File: config.mk
export PLATFORM = sky130hd
export DESIGN_NAME = branch_ctrl
export DESIGN_NICKNAME = d
export VERILOG_FILES = /design/src/rtl/lc3_pkg.sv /design/src/rtl/nzp_logic.sv /design/src/rtl/branch_ctrl.sv
export SDC_FILE = /design/constraint.sdc
export NUM_CORES = 1
export LEC_CHECK = 0
export ABC_AREA = 0
export BUFFER_PORTS_ARGS = -buffer_cell sky130_fd_sc_hd__buf_2
export CORE_ASPECT_RATIO = 0.8
export CORE_MARGIN = 3
export CORE_UTILIZATION = 47
export CTS_CLUSTER_SIZE = 25
export DETAILED_ROUTE_END_ITERATION = 7
export GPL_ROUTABILITY_DRIVEN = 0
export PLACE_DENSITY = 0.72
export RECOVER_POWER = 25
export SLEW_MARGIN = 20
export SYNTH_ARGS = -nofsm -noshare
export SYNTH_HDL_FRONTEND = slang
export SYNTH_HIERARCHICAL = 1
export SYNTH_SLANG_ARGS = --single-unit
export TNS_END_PERCENT = 50
File: constraint.sdc
create_clock -name Clk -period 2.75 [get_ports Clk]
set_clock_uncertainty 0.05 [all_clocks]
set_input_delay 0.275 -clock Clk [delete_from_list [all_inputs] [get_ports Clk]]
set_output_delay 0.275 -clock Clk [all_outputs]
set_load 0.01 [all_outputs]
File: src/rtl/lc3_pkg.sv
// -----------------------------------------------------------------------------
// lc3_pkg
//   Shared types and helpers for the LC-3 branch-resolution block.
//   - br_state_e : BR sequencer states (idle / evaluate / respond)
//   - CC_*       : one-hot {N,Z,P} condition-code encodings, CC_RESET is Z
//   - sext_off() : sign-extends an off_w-bit offset held in the low bits of a
//                  32-bit word to the full 32 bits
// -----------------------------------------------------------------------------
package lc3_pkg;

    typedef enum logic [1:0] {
        StIdle = 2'd0,
        StEval = 2'd1,
        StResp = 2'd2
    } br_state_e;

    localparam logic [2:0] CC_N     = 3'b100;
    localparam logic [2:0] CC_Z     = 3'b010;
    localparam logic [2:0] CC_P     = 3'b001;
    localparam logic [2:0] CC_RESET = CC_Z;

    // Shift the offset's sign bit up to bit 31, then shift back arithmetically.
    function automatic logic [31:0] sext_off(input logic [31:0] off, input int unsigned off_w);
        int unsigned sh;
        sh = 32 - off_w;
        return $unsigned($signed(off << sh) >>> sh);
    endfunction

endpackage

File: src/rtl/nzp_logic.sv
// -----------------------------------------------------------------------------
// nzp_logic
//   Classifies a bus value into a one-hot {N,Z,P} condition code.
//   Ports:
//     data_i  in   DATA_W  value being written to the register file
//     nzp_o   out  3       one-hot {N,Z,P}
// -----------------------------------------------------------------------------
module nzp_logic
    import lc3_pkg::*;
#(
    parameter int unsigned DATA_W = 16
) (
    input  logic [DATA_W-1:0] data_i,
    output logic [2:0]        nzp_o
);

    always_comb begin
        nzp_o = CC_P;
        if (data_i[DATA_W-1]) begin
            nzp_o = CC_N;
        end else if (data_i == '0) begin
            nzp_o = CC_Z;
        end
    end

endmodule

File: src/rtl/branch_ctrl.sv
// -----------------------------------------------------------------------------
// branch_ctrl
//   LC-3 condition-code register and BR resolution sequencer.
//   Holds the {N,Z,P} register (loaded from the bus on ld_cc), accepts one BR
//   request at a time over br_valid/br_ready, evaluates it one cycle later and
//   presents taken/next-PC over res_valid/res_ready until consumed.
//   Ports:
//     Clk, Reset_n         clock (rising edge), async active-low reset
//     ld_cc, bus_data      load CC from bus value this cycle
//     br_valid/br_ready    request handshake; br_cond {n,z,p}, br_pc, br_off
//     res_valid/res_ready  result handshake; res_taken, res_pc
//     nzp_q                current condition-code register {N,Z,P}
// -----------------------------------------------------------------------------
module branch_ctrl
    import lc3_pkg::*;
#(
    parameter int unsigned DATA_W = 16,
    parameter int unsigned OFF_W  = 9
) (
    input  logic              Clk,
    input  logic              Reset_n,
    input  logic              ld_cc,
    input  logic [DATA_W-1:0] bus_data,
    input  logic              br_valid,
    output logic              br_ready,
    input  logic [2:0]        br_cond,
    input  logic [DATA_W-1:0] br_pc,
    input  logic [OFF_W-1:0]  br_off,
    output logic              res_valid,
    input  logic              res_ready,
    output logic              res_taken,
    output logic [DATA_W-1:0] res_pc,
    output logic [2:0]        nzp_q
);

    br_state_e         state_q, state_d;
    logic [2:0]        nzp_d;
    logic [2:0]        cc_new;
    logic [2:0]        cond_q, cond_d;
    logic [DATA_W-1:0] pc_q, pc_d;
    logic [OFF_W-1:0]  off_q, off_d;
    logic              res_taken_q, res_taken_d;
    logic [DATA_W-1:0] res_pc_q, res_pc_d;
    logic              taken;
    logic [DATA_W-1:0] target;

    nzp_logic #(
        .DATA_W(DATA_W)
    ) u_nzp_logic (
        .data_i(bus_data),
        .nzp_o (cc_new)
    );

    // CC loads in every state; a load during EVAL lands after the decision,
    // since the decision reads the register value of the current cycle.
    assign nzp_d = ld_cc ? cc_new : nzp_q;

    assign taken  = |(cond_q & nzp_q);
    // Target wraps modulo 2^DATA_W by truncation.
    assign target = pc_q + DATA_W'(sext_off(32'(off_q), OFF_W));

    always_comb begin
        state_d     = state_q;
        cond_d      = cond_q;
        pc_d        = pc_q;
        off_d       = off_q;
        res_taken_d = res_taken_q;
        res_pc_d    = res_pc_q;
        br_ready    = 1'b0;
        res_valid   = 1'b0;

        unique case (state_q)
            StIdle: begin
                // Hold off acceptance while the CC is being written so the
                // request is evaluated against the new flags.
                br_ready = !ld_cc;
                if (br_valid && !ld_cc) begin
                    cond_d  = br_cond;
                    pc_d    = br_pc;
                    off_d   = br_off;
                    state_d = StEval;
                end
            end
            StEval: begin
                res_taken_d = taken;
                res_pc_d    = taken ? target : pc_q;
                state_d     = StResp;
            end
            StResp: begin
                res_valid = 1'b1;
                if (res_ready) begin
                    state_d = StIdle;
                end
            end
            default: begin
                state_d = StIdle;
            end
        endcase
    end

    always_ff @(posedge Clk or negedge Reset_n) begin
        if (!Reset_n) begin
            state_q     <= StIdle;
            nzp_q       <= CC_RESET;
            cond_q      <= '0;
            pc_q        <= '0;
            off_q       <= '0;
            res_taken_q <= 1'b0;
            res_pc_q    <= '0;
        end else begin
            state_q     <= state_d;
            nzp_q       <= nzp_d;
            cond_q      <= cond_d;
            pc_q        <= pc_d;
            off_q       <= off_d;
            res_taken_q <= res_taken_d;
            res_pc_q    <= res_pc_d;
        end
    end

    assign res_taken = res_taken_q;
    assign res_pc    = res_pc_q;

    a_nzp_onehot: assert property (@(posedge Clk) disable iff (!Reset_n) $onehot(nzp_q));

    a_res_stable: assert property (@(posedge Clk) disable iff (!Reset_n)
        (res_valid && !res_ready) |=> (res_valid && $stable(res_pc) && $stable(res_taken)));

endmodule
* Word-level counts from Yosys, hierarchy flattened
Cells that the tools add are included.
** Word-level totals
- Input bits :: 49
- Output and inout port bits :: 22
- Register bits after elaboration :: 50
- Logic and storage cells :: 28
** Operators by class
- Add/subtract/negate cells :: 1
- Equality and inequality tests :: 4
- Reduce and logical (&&, ||, !) cells :: 7
- Mux-type cells :: 8
- Bitwise logic cells :: 1
** Operators by type and width (number)
- 16-bit adder :: 1
- 16-bit logical NOT :: 1
- 16-bit two-way mux :: 1
- 2-bit two-way mux :: 3
- 2-bit one-hot mux with 3 select lines :: 1
- 2-bit inequality test (second input constant) :: 2
- 2-bit AND reduction :: 2
- 3-bit AND :: 1
- 3-bit two-way mux :: 1
- 3-bit OR reduction :: 1
- 2-bit by 1-bit equality test with 1-bit output (second input constant) :: 1
- 2-bit equality test (second input constant) :: 1
- 2-bit logical NOT :: 1
- 1-bit two-way mux :: 2
- 1-bit logical AND :: 1
- 1-bit logical NOT :: 1

* Depth between registers and ports, before layout
Gate-level depths: netlist (run 1).
- Depth after elaboration :: 4
- Mapped depth :: 8
- Mapped depth without buffers :: 8

* Cells and area by module
The synthesis (run 1) kept the hierarchy.
** By module, submodules not included
- branch_ctrl :: area an instance 2790.2 sq um, seq. area each 1252.5 sq um, times used 1, cells each 265
- nzp_logic :: area an instance 50.0 sq um, seq. area each 0.0 sq um, times used 1, cells each 7

* Worst setup path before layout (run 1)
No wires, ideal clock.
- Path type :: reg-to-reg
- Start point :: register pc_q[0]
- End point :: register res_pc_q[12], in the netlist res_pc[12]
- Setup time :: 0.077 ns
- Data required time :: 2.623 ns
- Buffers on the path :: 0
- Period minus slack after synthesis :: 2.272 ns
- Path slack :: 0.478 ns
- Arrival time :: 2.145 ns
- Cell stages (with the launch flop) :: 9
- Cells stage by stage :: dfrtp_1 -> ha_1 -> fa_1 -> a211oi_2 -> o2111ai_1 -> a311oi_1 -> xnor2_1 -> nand2_1 -> a21oi_1
** On the way
- Cells in the longest elaborated chain, start to end :: 2
** Ends and longest elaborated chain
- start, declared :: RTL line branch_ctrl.sv:40 : logic [DATA_W-1:0] pc_q, pc_d;
- start signal, assigned :: RTL line branch_ctrl.sv:114 : pc_q <= pc_d;
- 16-bit adder :: RTL line branch_ctrl.sv:60 : assign target = pc_q + DATA_W'(sext_off(32'(off_q), OFF_W));
- 16-bit two-way mux :: RTL line branch_ctrl.sv:86 : res_pc_d = taken ? target : pc_q;
- end signal, assigned :: RTL line branch_ctrl.sv:117 : res_pc_q <= res_pc_d;
- end, declared :: RTL line branch_ctrl.sv:43 : logic [DATA_W-1:0] res_pc_q, res_pc_d;
No other way between the ends.
A chain may end at the register's enable or synchronous reset.

* Worst setup path after layout (run 1)
Ends and elaborated chain as after synthesis.

==> out/qor.yml, run 1 <==
sta:
  fmax_mhz: 398
  setup_tns_ns: 0
  slew_headroom: 0.131
  hold_viol: 0
  period_minus_slack_ns: 2.51
  period_share: 0.913
  fin_ws_ns: 0.240
  tightest_slew_ns: 1.30
  finalMaxSlewViolations: 0
  setup_violations: 0
  rsz0062_at_grt: "false"
power:
  seq_power_share: 0.355
  p_comb_frac: 0.510
  p_clk_frac: 0.135
  p_leak_uw: 0.00157
  p_switching_uw: 1310
  p_sw_frac: 0.404
  power_per_cell_area_nw_per_um2: 962
  vdd_drop_max_uv: 464
  power.internal_uw: 1930
final_layout:
  drive_above_1_share: 0.340
  insertedDiodeCount: 0
  final_common_cell: "buf_2"
  final_nets: 408
  layout_common_cells: "64 x buf_2, 49 x dfrtp_1, 31 x mux2_2, 28 x nand2_1, 18 x nor2_1"
  syn_to_final_growth_pct: 18.8
worst_setup_path:
  cp-start-kind: "flop"
  r2r-end: "res_pc[12]"
  worstPathCellList: "ha_1 > fa_1 > a211oi_4 > o2111ai_1 > a311oi_2 > xnor2_1 > nand2_1 > a21oi_1"
  crit_slowest_cell: "fa_1"
  criticalPathCategory: "flop to flop"
  end_kind: "flop"
  reg2reg_depth: 8
  cp.required_ns: 2.94
  worst_path_largest_cell_delay_ns: 0.47
  regToRegSetupSlack_ns: 0.24
  critPathArrivalTime_ns: 2.70
  worstReg2RegStart: "pc_q[0]"
  cp_max_fo: 4
synth:
  syn_area_um2: 2840
  ys.flop_type: "dfrtp_1"
  synthArstFlopShare: 1.00
  avgSynthCellArea_um2: 10.4
  synth_fp_nets: 337
  yosysSeqAreaShare: 0.441
  synth_seq_cells: 50
  synth-edff-count: 0
  ys_types: 49
  yosys_warnings: 6
  syn_inst: 272
cts:
  clockBufferDepth: 2
  tritoncts: "built"
  htreeDepth: 2
  clkSinkCount: 50
  path_clk_slew_ns: 0.09
  postCtsSetupBuffers: 0
  cts_inserted_buffers: 5
  clock_latency_ns: 0.30
  cts_root_buffer: "clkbuf_8"
worst_hold_path:
  hp-class: "primary input to flop"
  hold_path_depth: 2
  whs_endpoint: "state_q[1]"
  worstHoldStart: "res_ready"
die:
  placeableCoreArea_um2: 5650
  die_w_um: 92.9
  die_y_um: 75.5
  fp-row-count: 24
  io_pins: 71
  dieArea_um2: 7020
  start_util: 0.503
routing:
  drtIter0Drc: 145
  drtAntennaViolNets: 0
  vias_per_cell: 5.51
  routedWlPerCell_um: 14.8
  drtPass1Iterations: 4
  vias: 2326
  drc: 0
  drt_wl_total_um: 6230
grt:
  gr-usage-all-layers: 0.195
  grt_overflow: 0
  grt_antenna_before_repair: 0
  grt_max_degree: 30
  grt_pass1_vias: 2267
  grt_pass1_wl_um: 10600
place:
  dp_hpwl_um: 4760
  numPortBuffers: 70
  preCtsSetupSlack_ns: 0.235
run_status:
  status: "complete, no violations"
job:
  maxCapViolCount: 0
-- what timing repair did --
item | 4_1_cts | 5_1_grt
endpoints found under the setup margin | 0 | 1
endpoints found under the hold margin | 22 | 0
resized for setup | 0 | 2
hold buffers | 1 | 0
-- kinds of logic after synthesis --
| group | after synthesis | synth area share |
|---|---|---|
| AOI/OAI and AO/OA | 66 | 0.158 |
| xor gates and xnor gates | 11 | 0.0339 |
| adders and majority gates | 16 | 0.0731 |
| buffers and inverters | 16 | 0.0251 |
| DFF | 50 | 0.441 |
| muxes | 37 | 0.144 |
| and+or+nand+nor | 76 | 0.125 |
-- how the worst max path moves through the flow --
stage,startpoint,end,slack [ns]
global route,pc_q[0],res_pc[12],0.02
CTS,pc_q[0],res_pc[12],0.21
global placement,pc_q[0],res_pc[12],0.30
detailed placement,pc_q[0],res_pc[12],0.24
finish,pc_q[0],res_pc[12],0.24
floorplan,pc_q[0],res_pc[12],0.48
-- flip-flops by register name, indices dropped and copies added (netlist names) --
signal / count
res_pc: 16
nzp_q: 3
pc_q: 16
cond_q: 3
off_q: 9
res_taken: 1
state_q: 2
-- layout make-up --
cell class	instances	area [µm²]
Clock buffer	7	86.3
Clock inverter	1	5.00
Fill cell	535	2270
Inverter	5	18.8
Multi-Input combinational cell	206	1530
Sequential cell	50	1250
Tap cell	78	97.6
Timing Repair Buffer	75	383
-- worst max-delay path: cells and delay by family (launching register included) --
family | cells | cell delay (ns)
flops | 1 | 0.41
simple gates | 1 | 0.07
compound gates | 4 | 1.04
xor+xnor | 1 | 0.15
fa+ha+maj | 2 | 0.72
-- metrics by stage --
step / utilization / std cells / hold WS, ns / area [µm²] / power, µW
final: 0.598 / 422 / 0.0988 / 3370 / 3240
after global routing: 0.598 / 422 / 0.0930 / 3370 / 3540
after CTS: 0.596 / 422 / 0.0932 / 3370 / 3250
after detailed placement: 0.578 / 413 / 0.237 / 3270 / 2800
after global placement: 0.578 / 413 / 0.229 / 3270 / 2750
after floorplan: - / 272 / -0.0706 / 2840 / 2350
-- layer usage --
metal | global-route usage | wire (µm)
met5 | 0 | 0
met2 | 0.326 | 2870
met1 | 0.253 | 2840
met4 | 0.0748 | 124
met3 | 0.0444 | 391
-- synth_stat cells, drive strengths merged, types with 4 or more instances --
| master | number | area, µm² |
|---|---|---|
| dfrtp | 49 | 1230 |
| mux2 | 31 | 349 |
| nand2 | 28 | 105 |
| nor2 | 18 | 67.6 |
| a21oi | 16 | 80.1 |
| o21ai | 16 | 83.8 |
| ha | 15 | 188 |
| nor3 | 8 | 40.0 |
| xnor2 | 8 | 70.1 |
| a211oi | 6 | 55.1 |
| a21o | 6 | 45.0 |
| a31oi | 6 | 37.5 |
| buf | 6 | 33.8 |
| mux2i | 6 | 60.1 |
| clkbuf | 5 | 18.8 |
| inv | 5 | 18.8 |
| nand3 | 4 | 20.0 |
| nor4 | 4 | 25.0 |
-- power groups by stage --
| stage | clock network, µW | logic, µW | registers (µW) |
|---|---|---|---|
| final | 437 | 1660 | 1150 |
| after floorplan | 0 | 1170 | 1180 |
| after global routing | 482 | 1870 | 1190 |
| after CTS | 453 | 1640 | 1150 |
| after detailed placement | 0 | 1630 | 1170 |
| after global placement | 0 | 1590 | 1160 |
Power figures use the tool's default switching activity.
==> run 2: changes to the inputs <==
--- a/constraint.sdc
+++ b/constraint.sdc
@@ -4,2 +4,2 @@
 set_output_delay 0.275 -clock Clk [all_outputs]
-set_load 0.01 [all_outputs]
+set_load 0.02 [all_outputs]
==> out/qor.yml, run 2 (synthesis results as in run 1) <==
final_layout:
  syn_to_final_growth_pct: 18.8  # unchanged
  drive_above_1_share: 0.340  # unchanged
  layout_common_cells: "64 x buf_2, 49 x dfrtp_1, 31 x mux2_2, 28 x nand2_1, 18 x nor2_1"
  insertedDiodeCount: 0  # unchanged
  layoutNonFillerInstCount: 422  # unchanged
  final_nets: 408  # unchanged
  final_common_cell: "buf_2"
  stdcell_area_um2: 3370  # unchanged
sta:
  finalMaxSlewViolations: 0  # unchanged
  fmax_mhz: 399  # about the same
  setup_tns_ns: 0  # unchanged
  period_share: 0.912  # about the same
  hold_ws_ns: 0.0992  # +0.000322 ns
  tightest_slew_ns: 1.30  # +0.00164 ns
  rsz0062_at_grt: "false"
  setup_violations: 0  # unchanged
  slew_headroom: 0.130  # -0.00109
  hold_viol: 0  # unchanged
  period_minus_slack_ns: 2.51  # -0.00194 ns
die:
  start_util: 0.503  # unchanged
  fp-row-count: 24  # unchanged
  die_y_um: 75.5  # unchanged
  placeableCoreArea_um2: 5650  # unchanged
  dieArea_um2: 7020  # unchanged
  die_w_um: 92.9  # unchanged
  io_pins: 71  # unchanged
power:
  p_clk_frac: 0.131  # -0.004
  p_sw_frac: 0.421  # +0.0173
  p_switching_uw: 1410  # +7.4%
  power_per_cell_area_nw_per_um2: 991  # +3.0%
  p_leak_uw: 0.00157  # about the same
  seq_power_share: 0.344  # -0.011
  vdd_drop_max_uv: 510  # +10%
  power.internal_uw: 1930  # about the same
  p_comb_frac: 0.525  # +0.015
routing:
  drtAntennaViolNets: 0  # unchanged
  vias: 2326  # unchanged
  drtPass1Iterations: 4  # unchanged
  vias_per_cell: 5.51  # unchanged
  drt_wl_total_um: 6220  # -0.24%
  drc: 0  # unchanged
  drtIter0Drc: 144  # -0.69%
  routedWlPerCell_um: 14.7  # -0.24%
worst_hold_path:
  hp-class: "primary input to flop"
worst_setup_path:
  critical-path-top-delay-family: "compound AO/OA/AOI/OAI gates"
  cp-start-kind: "flop"
  cp.required_ns: 2.94  # about the same
  end_kind: "flop"
  cp_max_fo: 4  # unchanged
  worstPathCellList: "ha_1 > fa_1 > a211oi_4 > o2111ai_1 > a311oi_2 > xnor2_1 > nand2_1 > a21oi_1"
  critPathArrivalTime_ns: 2.70  # about the same
  crit_buf_inv: 0  # unchanged
  criticalPathCategory: "flop to flop"
  worst_path_largest_cell_delay_ns: 0.47  # about the same
  crit_slowest_cell: "fa_1"
cts:
  cts_root_buffer: "clkbuf_8"
  path_clk_slew_ns: 0.09  # about the same
  clockBufferDepth: 2  # unchanged
  cts_inserted_buffers: 5  # unchanged
  postCtsSetupBuffers: 0  # unchanged
  clkSinkCount: 50  # unchanged
  clock_latency_ns: 0.30  # about the same
  htreeDepth: 2  # unchanged
  tritoncts: "built"
place:
  dp_cells: 413  # unchanged
  numPortBuffers: 70  # unchanged
  placed_area_um2: 3270  # unchanged
  dp_hpwl_um: 4760  # unchanged
grt:
  grt_pass1_wl_um: 10600  # unchanged
  grt_antenna_before_repair: 0  # unchanged
  grt_max_degree: 30  # unchanged
  gr-usage-all-layers: 0.195  # unchanged
  grt_overflow: 0  # unchanged
  grt_pass1_vias: 2267  # unchanged
run_status:
  status: "complete, no violations"
job:
  maxCapViolCount: 0  # unchanged
## run 2: cell counts in the layout (fill, tap and decap cells not counted)
Identical to the previous run, type by type.
## run 2: per-stage QoR
| stage | power (µW) | setup WS, ns | utilization |
|---|---|---|---|
| detailed placement | 2900 | 0.235 | 0.578 |
| global route | 3640 | 0.0165 | 0.598 |
| finish | 3340 | 0.242 | 0.598 |
| global placement | 2850 | 0.303 | 0.578 |
| floorplan | 2450 | 0.478 | - |
| CTS | 3350 | 0.214 | 0.596 |
## run 2: layout make-up
| cell class | instances | area, µm² |
|---|---|---|
| multi-input cells | 206 | 1530 |
| clock buffers | 7 | 86.3 |
| clock inverters | 1 | 5.00 |
| well taps | 78 | 97.6 |
| fillers | 537 | 2270 |
| flip-flops and latches | 50 | 1250 |
| inverters | 5 | 18.8 |
| repair buffers | 75 | 383 |
## run 2: layer usage
metal	part of all wire	wire length [µm]	vias up	global-route usage
met3	0.066	408	9	0.0444
met2	0.46	2890	68	0.326
met4	0.017	103	0	0.0748
li1	-	-	1139	-
met1	0.45	2820	1110	0.253
met5	0	0	-	0
## run 2: timing repair
item / in CTS / in global routing
hold buffers: 1 / 0
hold endpoints to repair: 22 / 0
gates resized for setup: 0 / 2
endpoints found under the setup margin: 0 / 1
## run 2: power by group through the flow
stage	Clock, µW	Combinational, µW	Sequential, µW
2_1_floorplan	0	1170	1280
3_3_place_gp	0	1690	1160
3_5_place_dp	0	1730	1170
4_1_cts	453	1740	1150
5_1_grt	482	1970	1190
6_report	437	1750	1150
## run 2: path summary, 6_finish.rpt
check                      cells after the start       start         end  slack (ns)
setup / recovery                               8     pc_q[0]  res_pc[12]        0.24
hold / removal                                 2   res_ready  state_q[1]         0.1
setup reg to reg                               8     pc_q[0]  res_pc[12]        0.24
hold reg to reg                                2  res_pc[15]  res_pc[15]        0.43
max in group asynchronous                      3     Reset_n    nzp_q[1]        0.87
min in group asynchronous                      2     Reset_n    pc_q[15]        0.72
## run 2: worst register-to-register path, cell delays in order (launching register included)
cell and delay, ns:
dfrtp_1 0.41, ha_1 0.25, fa_1 0.47, a211oi_4 0.33, o2111ai_1 0.24, a311oi_2 0.33
xnor2_1 0.15, nand2_1 0.07, a21oi_1 0.14
==> run 3: changes to the inputs <==
PLACE_DENSITY = 0.8   (was 0.72)
==> out/qor.yml, run 3 (synthesis results as in run 1) <==
cts:
  cts_inserted_buffers: 5  # unchanged
  clock_latency_ns: 0.31  # about the same
  clkSinkCount: 50  # unchanged
  htreeDepth: 2  # unchanged
  path_clk_slew_ns: 0.09  # about the same
  clockBufferDepth: 2  # unchanged
  postCtsSetupBuffers: 0  # unchanged
  cts_root_buffer: "clkbuf_8"
  tritoncts: "built"
routing:
  routedWlPerCell_um: 14.9  # +1.0%
  drc: 0  # unchanged
  drt_wl_total_um: 6270  # +0.76%
  vias: 2287  # -1.7%
  drtAntennaViolNets: 0  # unchanged
  drtPass1Iterations: 4  # unchanged
  drtIter0Drc: 108  # -25%
  vias_per_cell: 5.43  # -1.4%
worst_setup_path:
  cp_max_fo: 4  # unchanged
  end_kind: "flop"
  cp-start-kind: "flop"
  criticalPathCategory: "flop to flop"
  critPathArrivalTime_ns: 2.77  # +0.07 ns
  reg2reg_depth: 8  # unchanged
  cp.required_ns: 2.93  # about the same
power:
  power_per_cell_area_nw_per_um2: 1010  # +1.9%
  p_switching_uw: 1410  # +0.24%
  p_leak_uw: 0.00159  # +1.4%
  p_comb_frac: 0.516  # -0.009
  finalPower_uw: 3420  # +2.2%
  p_sw_frac: 0.413  # -0.00823
  p_clk_frac: 0.148  # +0.017
  seq_power_share: 0.336  # -0.008
  power.internal_uw: 2010  # +3.7%
  vdd_drop_max_uv: 462  # -9.6%
final_layout:
  final_common_cell: "buf_2"
  finish.utilization: 0.600  # +0.00199
  multi_input_area_um2: 1520  # -0.41%
  syn_to_final_growth_pct: 19.2
  insertedDiodeCount: 0  # unchanged
  drive_above_1_share: 0.356  # +0.0156
  stdcell_area_um2: 3380  # +0.33%
  final_nets: 407  # -0.25%
  layout_common_cells: "69 x buf_2, 49 x dfrtp_1, 31 x mux2_2, 28 x nand2_1, 18 x nor2_1"
  fillers: 519  # -3.4%
  regArea_um2: 1250  # unchanged
grt:
  grt_antenna_before_repair: 0  # unchanged
  grt_pass1_vias: 2261  # -0.26%
  gr-usage-all-layers: 0.189  # -0.00602
  grt_pass1_wl_um: 10500  # -1.2%
  grt_overflow: 0  # unchanged
  grt_max_degree: 51  # +70%
run_status:
  status: "complete, no violations"
sta:
  period_share: 0.940  # +0.0278
  period_minus_slack_ns: 2.58  # +0.0766 ns
  slew_headroom: 0.205  # +0.0744
  finalMaxSlewViolations: 0  # unchanged
  fmax_mhz: 387  # -3.0%
  setup_violations: 0  # unchanged
  tightest_slew_ns: 1.19  # -0.112 ns
  hold_viol: 0  # unchanged
  setup_tns_ns: 0  # unchanged
  hold_ws_ns: 0.115  # +0.0162 ns
  rsz0062_at_grt: "false"
die:
  placeableCoreArea_um2: 5650  # unchanged
  start_util: 0.503  # unchanged
  die_w_um: 92.9  # unchanged
  dieArea_um2: 7020  # unchanged
  fp-row-count: 24  # unchanged
  io_pins: 71  # unchanged
  die_y_um: 75.5  # unchanged
worst_hold_path:
  hp-class: "primary input to flop"
  hold_path_depth: 2  # unchanged
job:
  maxCapViolCount: 0  # unchanged
place:
  numPortBuffers: 70  # unchanged
  placed_area_um2: 3260  # -0.23%
  dp_hpwl_um: 4680  # -1.6%
[run 3: cell types whose count changed in the layout (fill, tap and decap cells not counted), sizes merged]
cell    change
buf         +4
bufinv      +1
clkbuf      -7
clkinv      +1
[run 3: worst paths after layout]
check | start | endpoint | slack [ns]
setup / recovery | pc_q[0] | res_pc[12] | 0.17
hold / removal | res_ready | state_q[1] | 0.12
setup reg to reg | pc_q[0] | res_pc[12] | 0.17
hold reg to reg | res_pc[13] | res_pc[13] | 0.43
max in group asynchronous | Reset_n | pc_q[3] | 1.25
min in group asynchronous | Reset_n | pc_q[15] | 0.69
[run 3: through the flow]
stage | setup WS (ns) | cells
final | 0.166 | 421
after global routing | 0.0118 | 421
after CTS | 0.165 | 420
after detailed placement | 0.222 | 412
after global placement | 0.327 | 412
after floorplan | 0.478 | 272
[run 3: metal layers]
layer,routed length [µm],global-route usage,vias to the layer above,part of all wire
li1,-,-,1132,-
met1,2880,0.243,1089,0.46
met2,2980,0.321,57,0.48
met3,323,0.0434,9,0.052
met4,81,0.0667,0,0.013
met5,0,0,-,0
[run 3: power by group through the flow]
stage / sequential (µW) / combinational (µW) / clock [µW]
6_report: 1150 / 1760 / 507
5_1_grt: 1180 / 1950 / 550
4_1_cts: 1150 / 1740 / 523
3_5_place_dp: 1160 / 1730 / 0
3_3_place_gp: 1150 / 1680 / 0
2_1_floorplan: 1280 / 1170 / 0
[run 3: cell type report]
type	instances	area share
timing repair buffer	74	0.113
clock inverter	3	0.0118
sequential	50	0.370
inverter	5	0.00555
tap	78	0.0288
clock buffer	5	0.0203
multi-input combinational	206	0.450
[run 3: timing repair]
| item | 4_1_cts | 5_1_grt |
|---|---|---|
| hold endpoints to repair | 0 | 49 |
| hold buffers | 0 | 1 |
| resized for setup | 0 | 1 |
| setup endpoints to repair | 0 | 1 |
[run 3: critical path: stages, from the launching register on]
cell	delay, ns
dfrtp_1	0.41
ha_1	0.26
fa_1	0.47
a211oi_4	0.32
o2111ai_1	0.22
a311oi_1	0.37
xnor2_1	0.16
nand2_1	0.07
a21oi_1	0.17
